## src/rtl/ex_stage_muldiv.sv

```systemverilog
// rtl/ex_stage_muldiv.sv - EX stage with forwarding, ALU and iterative mul/div
module ex_stage_muldiv #(
    parameter int XLEN    = 32,
    parameter int RA_W    = 5,
    parameter int MUL_LAT = 3
) (
    input  logic            clk,
    input  logic            rst_n,
    input  logic            flush,
    input  logic            mem_stall,
    input  logic            id_valid,
    input  logic [3:0]      id_op,
    input  logic [RA_W-1:0] id_rs,
    input  logic [RA_W-1:0] id_rt,
    input  logic [XLEN-1:0] id_a,
    input  logic [XLEN-1:0] id_b,
    input  logic [XLEN-1:0] id_imm,
    input  logic            id_alu_src,
    input  logic [RA_W-1:0] id_rd,
    input  logic            id_reg_write,
    input  logic [RA_W-1:0] wb_rd,
    input  logic [XLEN-1:0] wb_data,
    input  logic            wb_reg_write,
    output logic            ex_ready,
    output logic            ex_mem_valid,
    output logic [XLEN-1:0] ex_mem_result,
    output logic [RA_W-1:0] ex_mem_rd,
    output logic            ex_mem_reg_write
);
    localparam int SH_W    = $clog2(XLEN);
    localparam int CNT_MAX = (XLEN > MUL_LAT) ? XLEN : MUL_LAT;
    localparam int CNT_W   = $clog2(CNT_MAX + 1);

    typedef enum logic [1:0] {S_IDLE, S_MUL, S_DIV, S_DONE} state_t;
    state_t state, state_n;

    logic [3:0]        op_q;
    logic [RA_W-1:0]   rd_q;
    logic              rw_q;
    logic [XLEN-1:0]   a_q, b_q, quo_q, rem_q, dvs_q;
    logic [CNT_W-1:0]  cnt;

    logic              accept, is_mul, is_div, signed_div;
    logic [XLEN-1:0]   fwd_a, fwd_b, op_a, op_b, alu_res, done_res;
    logic [SH_W-1:0]   shamt;
    logic [2*XLEN-1:0] prod;
    logic [XLEN:0]     rem_sh;
    logic [XLEN-1:0]   rem_diff;
    logic              rem_ge, a_neg_q, b_neg_q;

    assign ex_ready   = (state == S_IDLE) & ~mem_stall;
    assign accept     = id_valid & ex_ready & ~flush;
    assign is_mul     = (id_op == 4'd10) | (id_op == 4'd11);
    assign is_div     = (id_op[3:2] == 2'b11);
    assign signed_div = ~id_op[0];

    // EX/MEM beats MEM/WB; register 0 always reads its file value
    assign fwd_a = (id_rs != '0 && ex_mem_valid && ex_mem_reg_write && ex_mem_rd == id_rs) ? ex_mem_result :
                   (id_rs != '0 && wb_reg_write && wb_rd == id_rs) ? wb_data : id_a;
    assign fwd_b = (id_rt != '0 && ex_mem_valid && ex_mem_reg_write && ex_mem_rd == id_rt) ? ex_mem_result :
                   (id_rt != '0 && wb_reg_write && wb_rd == id_rt) ? wb_data : id_b;
    assign op_a  = fwd_a;
    assign op_b  = id_alu_src ? id_imm : fwd_b;
    assign shamt = op_b[SH_W-1:0];

    // single-cycle ALU
    always_comb begin
        alu_res = '0;
        case (id_op)
            4'd0:    alu_res = op_a + op_b;
            4'd1:    alu_res = op_a - op_b;
            4'd2:    alu_res = op_a & op_b;
            4'd3:    alu_res = op_a | op_b;
            4'd4:    alu_res = op_a ^ op_b;
            4'd5:    alu_res = {{(XLEN-1){1'b0}}, ($signed(op_a) < $signed(op_b))};
            4'd6:    alu_res = {{(XLEN-1){1'b0}}, (op_a < op_b)};
            4'd7:    alu_res = op_a << shamt;
            4'd8:    alu_res = op_a >> shamt;
            4'd9:    alu_res = $unsigned($signed(op_a) >>> shamt);
            default: alu_res = '0;
        endcase
    end

    // one restoring-divide step on the magnitudes
    assign rem_sh   = {rem_q, quo_q[XLEN-1]};
    assign rem_ge   = (rem_sh >= {1'b0, dvs_q});
    assign rem_diff = rem_sh[XLEN-1:0] - dvs_q;

    assign prod    = {{XLEN{1'b0}}, a_q} * {{XLEN{1'b0}}, b_q};
    assign a_neg_q = ~op_q[0] & a_q[XLEN-1];
    assign b_neg_q = ~op_q[0] & b_q[XLEN-1];

    // final mul/div result with sign fixup; divide-by-zero is overridden, signed overflow falls out naturally
    always_comb begin
        done_res = '0;
        case (op_q)
            4'd10:       done_res = prod[XLEN-1:0];
            4'd11:       done_res = prod[2*XLEN-1:XLEN];
            4'd12, 4'd13: done_res = (b_q == '0) ? '1 : ((a_neg_q ^ b_neg_q) ? -quo_q : quo_q);
            default:     done_res = (b_q == '0) ? a_q : (a_neg_q ? -rem_q : rem_q);
        endcase
    end

    // FSM state register
    always_ff @(posedge clk or negedge rst_n) begin
        if (!rst_n) state <= S_IDLE;
        else        state <= state_n;
    end

    // FSM next state; the MUL state covers MUL_LAT-1 cycles, DIV covers XLEN iterations
    always_comb begin
        state_n = state;
        if (flush) begin
            state_n = S_IDLE;
        end else begin
            case (state)
                S_IDLE: begin
                    if (accept && is_mul)      state_n = (MUL_LAT == 1) ? S_DONE : S_MUL;
                    else if (accept && is_div) state_n = S_DIV;
                end
                S_MUL, S_DIV: if (cnt == '0) state_n = S_DONE;
                S_DONE:       if (!mem_stall) state_n = S_IDLE;
                default:      state_n = S_IDLE;
            endcase
        end
    end

    // operand capture and iterative datapath
    always_ff @(posedge clk or negedge rst_n) begin
        if (!rst_n) begin
            op_q  <= '0;
            rd_q  <= '0;
            rw_q  <= 1'b0;
            a_q   <= '0;
            b_q   <= '0;
            quo_q <= '0;
            rem_q <= '0;
            dvs_q <= '0;
            cnt   <= '0;
        end else if (accept && (is_mul || is_div)) begin
            op_q  <= id_op;
            rd_q  <= id_rd;
            rw_q  <= id_reg_write;
            a_q   <= op_a;
            b_q   <= op_b;
            quo_q <= (signed_div && op_a[XLEN-1]) ? -op_a : op_a;
            dvs_q <= (signed_div && op_b[XLEN-1]) ? -op_b : op_b;
            rem_q <= '0;
            cnt   <= is_div ? CNT_W'(XLEN - 1) : CNT_W'((MUL_LAT > 1) ? MUL_LAT - 2 : 0);
        end else begin
            if (state == S_DIV) begin
                rem_q <= rem_ge ? rem_diff : rem_sh[XLEN-1:0];
                quo_q <= {quo_q[XLEN-2:0], rem_ge};
            end
            if ((state == S_MUL || state == S_DIV) && cnt != '0) cnt <= cnt - 1'b1;
        end
    end

    // EX/MEM pipeline register
    always_ff @(posedge clk or negedge rst_n) begin
        if (!rst_n) begin
            ex_mem_valid     <= 1'b0;
            ex_mem_result    <= '0;
            ex_mem_rd        <= '0;
            ex_mem_reg_write <= 1'b0;
        end else if (flush) begin
            ex_mem_valid     <= 1'b0;
            ex_mem_reg_write <= 1'b0;
        end else if (!mem_stall) begin
            if (accept && !(is_mul || is_div)) begin
                ex_mem_valid     <= 1'b1;
                ex_mem_result    <= alu_res;
                ex_mem_rd        <= id_rd;
                ex_mem_reg_write <= id_reg_write;
            end else if (state == S_DONE) begin
                ex_mem_valid     <= 1'b1;
                ex_mem_result    <= done_res;
                ex_mem_rd        <= rd_q;
                ex_mem_reg_write <= rw_q;
            end else begin
                ex_mem_valid     <= 1'b0;
                ex_mem_reg_write <= 1'b0;
            end
        end
    end
endmodule
```

## config.mk

```make
export PLATFORM = sky130hd
export DESIGN_NAME = ex_stage_muldiv
export DESIGN_NICKNAME = d
export VERILOG_FILES = /design/src/rtl/ex_stage_muldiv.sv
export SDC_FILE = /design/constraint.sdc
export NUM_CORES = 2
export LEC_CHECK = 0
export BUFFER_PORTS_ARGS = -buffer_cell sky130_fd_sc_hd__buf_2
export CAP_MARGIN = 20
export CORE_MARGIN = 10
export CORE_UTILIZATION = 45
export CTS_CLUSTER_SIZE = 12
export DETAILED_ROUTE_END_ITERATION = 16
export HOLD_SLACK_MARGIN = 0.05
export PLACE_DENSITY_LB_ADDON = 0.05
export SLEW_MARGIN = 20
export SYNTH_ARGS = -nofsm -noshare
export SYNTH_HDL_FRONTEND = slang
export SYNTH_SLANG_ARGS = --single-unit
```

## constraint.sdc

```tcl
create_clock -name clk -period 17.7 [get_ports clk]
set_input_delay 4.425 -clock clk [delete_from_list [all_inputs] [get_ports clk]]
set_output_delay 4.425 -clock clk [all_outputs]
set_load 0.01 [all_outputs]
```

-- Word-level counts from Yosys, hierarchy flattened
Cells that the tools add are included.
- input port bits: 160
- output and inout bits: 40
- logic and storage cells: 143
- register bits after elaboration: 217
- add/subtract/negate cells: 8
- muxes and demuxes: 39
- $mul: 1
- shifts and indexed selects: 3
- bitwise logic cells: 14
- reduce and logical (&&, ||, !) cells: 34
- order comparisons: 3
- equal/unequal tests: 27
- operators by type and width (kind ; number):
    two-way mux 32 bit ; 18
    one-hot mux 32 bit (10 select lines) ; 1
    negation 32 bit ; 4
    one-hot mux 32 bit (3 select lines) ; 1
    < comparator 32 bit ; 2
    multiplier 32 x 32 -> 64 bit ; 1
    subtractor 32 bit ; 2
    greater-or-equal comparator 33 x 32 -> 1 bit ; 1
    adder 32 bit ; 1
    AND 32 bit ; 1
    equality test 4 bit (second input constant) ; 8
    logical NOT 32 bit ; 1
    bitwise OR 32 bit ; 1
    << shifter 32 x 5 -> 32 bit ; 1
    >> shifter 32 x 5 -> 32 bit ; 1
    >>> shifter 32 x 5 -> 32 bit ; 1
    bitwise XOR 32 bit ; 1
    equality test 5 bit ; 4
    logical AND 1 bit ; 17
    equality test 4 x 3 -> 1 bit (second input constant) ; 4
    two-way mux 5 bit ; 3
    two-way mux 6 bit ; 2
    two-way mux 2 bit ; 5
    nonzero test 5 bit ; 2
    23 further kinds ; 46

-- Longest topological paths before layout
- word-level depth: 9
- depth in mapped cells: 29
- depth with buffers taken out: 27

-- Least setup slack after synthesis
OpenSTA, ideal clock, no wires.
- path kind: input port to flip-flop
- start point: input port id_rt[3]
- end point: register ex_mem_result[31]
- path slack: 8.367 ns
- cell stages on the path: 22
- library setup time: 0.094 ns
- arrival time: 9.239 ns
- cell sequence: or2_1 o21a_2 or3_4 buf_4 nor2_1 o31a_1 buf_2 buf_2 buf_2 buf_2 ha_1 o21bai_1 a21oi_1 o31a_1 or4b_2 a21oi_1 o21ai_0 nor3b_1 o31ai_1 and4_1 o21ai_0 a211oi_1
- longest elaborated chain between the ends: 9
- RTL lines (element ; line ; RTL):
    start: declaration ; 14 ; input logic [RA_W-1:0] id_rt,
    nonzero test 5 bit ; 60, 61 ;
    logical AND 1 bit (on tied branches) (2 in series) ; 61, 60 ;
    two-way mux 32 bit or logical AND 1 bit (tied branches) ; 61, 60 ;
    two-way mux 32 bit (*) ; 60 ; assign fwd_b = (id_rt != '0 && ex_mem_valid && ex_mem_reg_write && ex_mem_rd == id_rt) ? ex_mem_result :
    two-way mux 32 bit (*) ; 63 ; assign op_b = id_alu_src ? id_imm : fwd_b;
    subtractor 32 bit (tied with other cells) ; 71 ; 4'd1: alu_res = op_a - op_b;
    one-hot mux 32 bit (10 select lines) (*) ; 69 ; case (id_op)
    two-way mux 32 bit (*) ; 170 ; if (accept && !(is_mul || is_div)) begin
    end signal: assignment ; 172 ; ex_mem_result <= alu_res;
    end signal: assignment ; 177 ; ex_mem_result <= done_res;
    end: declaration ; 26 ; output logic [XLEN-1:0] ex_mem_result,
Every way passes the cells marked *; elsewhere a longest branch is shown, timed or not.
A chain may end at the register's enable or synchronous reset.

-- Worst setup path in the final report
- start point: input port id_rt[4]
- end point: register ex_mem_result[30]
The elaborated chain is that of the path after synthesis.

==> flow_summary.html <==
<table>
<tr><th>Metric</th><th>Value</th></tr>
<tr><th colspan="2">Status</th></tr>
<tr><td>Status</td><td>finished clean</td></tr>
<tr><th colspan="2">Global routing</th></tr>
<tr><td>Overflow after GRT</td><td>0</td></tr>
<tr><td>Initial antenna violation count</td><td>18</td></tr>
<tr><td>Global Route Usage Sum</td><td>0.349</td></tr>
<tr><td>Global-route wire length before repair</td><td>378000 µm</td></tr>
<tr><td>Largest net degree at the start of global routing</td><td>96</td></tr>
<tr><td>Vias in the first global route</td><td>54600</td></tr>
<tr><th colspan="2">Placed design</th></tr>
<tr><td>Detailed-placement wirelength estimate</td><td>206000 µm</td></tr>
<tr><td>I/O Buffers</td><td>199</td></tr>
<tr><td>Placed cells</td><td>8716</td></tr>
<tr><td>Pre-CTS setup slack</td><td>6.81 ns</td></tr>
<tr><td>Global placer's final weighted congestion</td><td>about 1.1</td></tr>
<tr><th colspan="2">Drt</th></tr>
<tr><td>First-iteration detailed-routing DRC count</td><td>4999</td></tr>
<tr><td>Detailed-routing iteration count for the pre-antenna-repair pass</td><td>6</td></tr>
<tr><td>Final WL</td><td>258000 µm</td></tr>
<tr><td>DRC errors left</td><td>0</td></tr>
<tr><td>Routed vias/inst</td><td>6.06</td></tr>
<tr><td>Remaining antenna violation count</td><td>0</td></tr>
<tr><td>Via total after detailed routing</td><td>53100</td></tr>
<tr><td>Wirelength per Cell</td><td>a little under 30 µm</td></tr>
<tr><th colspan="2">Die</th></tr>
<tr><td>Site Rows</td><td>~130</td></tr>
<tr><td>Die area</td><td>around 0.14 mm²</td></tr>
<tr><td>Std-Cell Core Area</td><td>0.129 mm²</td></tr>
<tr><td>Die span in x</td><td>between 300 and 400 µm</td></tr>
<tr><td>Die height</td><td>381 µm</td></tr>
<tr><td>Initial cell density of the core</td><td>0.453</td></tr>
<tr><td>Boundary pin count</td><td>200</td></tr>
<tr><th colspan="2">Critical path</th></tr>
<tr><td>Register-to-register path setup slack</td><td>7.58 ns</td></tr>
<tr><td>Largest delay share family, worst path</td><td>compound AO/OA/AOI/OAI gates</td></tr>
<tr><td>Number of buffers and inverters on the critical path</td><td>4</td></tr>
<tr><td>Crit end category</td><td>register</td></tr>
<tr><td>Worst path cell trace</td><td>buf_2, nor4_4, o21a_2, or3_4, a311oi_1, nor2_4, buf_4, clkinv_1, buf_4, ha_1, nor3_1, o21ai_0, a2111o_1, a21oi_1, o21ai_0, a211oi_1, o31ai_1, o21ai_0, nand3b_1, a311oi_1</td></tr>
<tr><td>Largest incremental delay on the critical path</td><td>between 0.5 and 0.6 ns</td></tr>
<tr><td>Worst Path Max Fanout</td><td>40</td></tr>
<tr><td>Cell type of the slowest stage on the worst timing path</td><td>sky130_fd_sc_hd__or3_4</td></tr>
<tr><td>Arrival time at the worst endpoint</td><td>10.99 ns</td></tr>
<tr><td>Critical path launch point type</td><td>input pin</td></tr>
<tr><td>Critical path class</td><td>input pin to register</td></tr>
<tr><td>CP most frequent cell</td><td>sky130_fd_sc_hd__o21ai_0</td></tr>
<tr><td>Required time of the worst setup path</td><td>about 18 ns</td></tr>
<tr><th colspan="2">Synth</th></tr>
<tr><td>Ys async rst share</td><td>1.00</td></tr>
<tr><td>Area share of the largest cell type after synthesis</td><td>0.307</td></tr>
<tr><td>Sequential area share after synthesis</td><td>0.0923</td></tr>
<tr><td>Total standard cell area after synthesis</td><td>just under 0.06 mm²</td></tr>
<tr><td>Per-instance average area after synthesis</td><td>8.27 µm²</td></tr>
<tr><td>Synthesis-stage register bit count</td><td>216</td></tr>
<tr><td>List of most frequent post-synthesis cells</td><td>sky130_fd_sc_hd__inv_1, sky130_fd_sc_hd__fa_1, sky130_fd_sc_hd__nand2_1, sky130_fd_sc_hd__and2_1, sky130_fd_sc_hd__ha_1</td></tr>
<tr><td>Synthesized netlist cell count</td><td>7082</td></tr>
<tr><td>Most common cell in the netlist</td><td>sky130_fd_sc_hd__inv_1</td></tr>
<tr><td>Number of distinct library cells after synthesis</td><td>a little under 100</td></tr>
<tr><td>Ys flop type</td><td>sky130_fd_sc_hd__dfrtp_1</td></tr>
<tr><td>Library cell occupying the most area in the post-synthesis netlist</td><td>sky130_fd_sc_hd__fa_1</td></tr>
<tr><td>Count of flip-flops with a built-in enable after synthesis</td><td>0</td></tr>
<tr><td>Synthesized net count</td><td>8543</td></tr>
<tr><td>Warning count from the yosys run</td><td>0</td></tr>
<tr><td>Largest cells by area after synthesis</td><td>sky130_fd_sc_hd__fa_1, sky130_fd_sc_hd__dfrtp_1, sky130_fd_sc_hd__ha_1</td></tr>
<tr><th colspan="2">Clocking</th></tr>
<tr><td>Worst-skew pair later-pin latency</td><td>0.61 ns</td></tr>
<tr><td>Clock Path Buffers</td><td>3</td></tr>
<tr><td>Total of hold buffers inserted after clock tree synthesis</td><td>0</td></tr>
<tr><td>Clock transition at the registers of the reported paths</td><td>0.07 ns</td></tr>
<tr><td>Cells resized by post-CTS repair</td><td>0</td></tr>
<tr><td>Number of buffers inserted by post-CTS setup repair</td><td>0</td></tr>
<tr><td>CTS HTree Levels</td><td>1</td></tr>
<tr><td>TritonCTS clock tree</td><td>yes</td></tr>
<tr><td>Clk sinks</td><td>216</td></tr>
<tr><td>Cts bufs inserted</td><td>26</td></tr>
<tr><td>Clock root buffer</td><td>sky130_fd_sc_hd__clkbuf_16</td></tr>
<tr><th colspan="2">STA</th></tr>
<tr><td>Final max-slew violation count</td><td>0</td></tr>
<tr><td>Max Freq</td><td>95.4 MHz</td></tr>
<tr><td>Total Negative Setup Slacks</td><td>0 ns</td></tr>
<tr><td>Slew at the pin closest to its max-slew limit</td><td>1.40 ns</td></tr>
<tr><td>Final Worst Setup Slack</td><td>7.21 ns</td></tr>
<tr><td>Final cycle utilization of the critical path</td><td>0.592</td></tr>
<tr><td>Clk_skew</td><td>0.0205 ns</td></tr>
<tr><td>RSZ-0062 raised after global routing</td><td>false</td></tr>
<tr><td>Minimum period implied by the final worst setup slack</td><td>10.49 ns</td></tr>
<tr><td>Number of failing hold endpoints at the final stage</td><td>0</td></tr>
<tr><td>Max transition margin</td><td>0.0450</td></tr>
<tr><td>Worst hold slack</td><td>0.476 ns</td></tr>
<tr><td>Setup violations, final</td><td>0</td></tr>
<tr><th colspan="2">Flow run</th></tr>
<tr><td>Max Cap Violations</td><td>0</td></tr>
<tr><th colspan="2">Worst hold path</th></tr>
<tr><td>Hold Path Class</td><td>register to register</td></tr>
<tr><th colspan="2">Cells and area</th></tr>
<tr><td>Layout area overhead</td><td>6.15%</td></tr>
<tr><td># nets final</td><td>around 8500</td></tr>
<tr><td>Proportion of layout cells with a drive suffix above 1</td><td>0.0783</td></tr>
<tr><td>Filler-free cell count of the finished design</td><td>8768</td></tr>
</table>
## logic make-up (layout without fill, tap and decap cells)
| group | after synthesis | count (layout) | share of synthesized area |
|---|---|---|---|
| AND/OR/NAND/NOR | 2209 | 2209 | 0.188 |
| buffers and inverters | 1490 | 1428 | 0.0982 |
| AO/OA/AOI/OAI | 1481 | 1481 | 0.164 |
| adder cells (fa/ha/maj) | 1301 | 1301 | 0.393 |
| XOR/XNOR | 223 | 223 | 0.0334 |
| flip-flops | 216 | 216 | 0.0923 |
| multiplexers | 162 | 162 | 0.0306 |
| other | 0 | 6 | 0 |
## worst paths after layout
path                       startpoint                end  cells after the start
max                          id_rt[4]  ex_mem_result[30]                     20
min                              rw_q               rw_q                      2
max reg2reg                   a_q[12]  ex_mem_result[31]                     24
min reg2reg                      rw_q               rw_q                      2
max in group asynchronous       rst_n            b_q[25]                      2
min in group asynchronous       rst_n            rd_q[3]                      1
## per-layer routing
metal  track usage  share of wire  vias to the layer above
met2         0.559           0.45                     2522
met3        0.0553          0.076                      592
li1              -              -                    23100
met4         0.209          0.072                        4
met1         0.442           0.40                    26900
met5             0        0.00011                        -
## registers in the layout, summed over array words and instances, names as in the netlist
name / count
quo_q: 32
rem_q: 32
rd_q: 5
ex_mem_result: 32
dvs_q: 31
ex_mem_rd: 5
cnt: 6
a_q: 32
rw_q: 1
b_q: 32
ex_mem_valid: 1
ex_mem_reg_write: 1
state: 2
op_q: 4
## stage by stage
step                      utilization  cell area [µm²]
after floorplan                     -            58500
after global placement          0.473            61100
after detailed placement        0.473            61200
after CTS                       0.480            62100
after global routing            0.480            62100
final                           0.480            62100
## layout make-up
class | instances | area, µm²
inverters | 1019 | 3820
clock inverters | 9 | 174
repair buffers | 363 | 2240
clock buffers | 37 | 772
fillers | 13000 | 67200
multi-input cells | 5376 | 47500
diodes | 6 | 15.0
flip-flops and latches | 216 | 5410
well taps | 1742 | 2180
## layout by cell type, fill, tap and decap left out, drive strengths merged, types with 37 or more instances in the layout
master	n
mux2i	128
dfrtp	216
nor3	81
o21ai	392
nand4	47
xor2	54
nand2	790
o211ai	59
clkbuf	37
o31ai	48
buf	363
a31oi	68
xnor2	169
and3	49
nand3	110
ha	402
nor4	57
inv	1015
nor2	299
a211oi	138
and2	612
fa	899
a21o	93
a21oi	359
## worst min-delay path, cell delays in order (launching register included)
cell and delay, ns:
sky130_fd_sc_hd__dfrtp_1 0.34, sky130_fd_sc_hd__nand2_1 0.05, sky130_fd_sc_hd__nand2_1 0.05
Power is left out: the tool's default activity adds up to more than one toggle a clock period on the data nets, which glitch-free logic cannot reach.
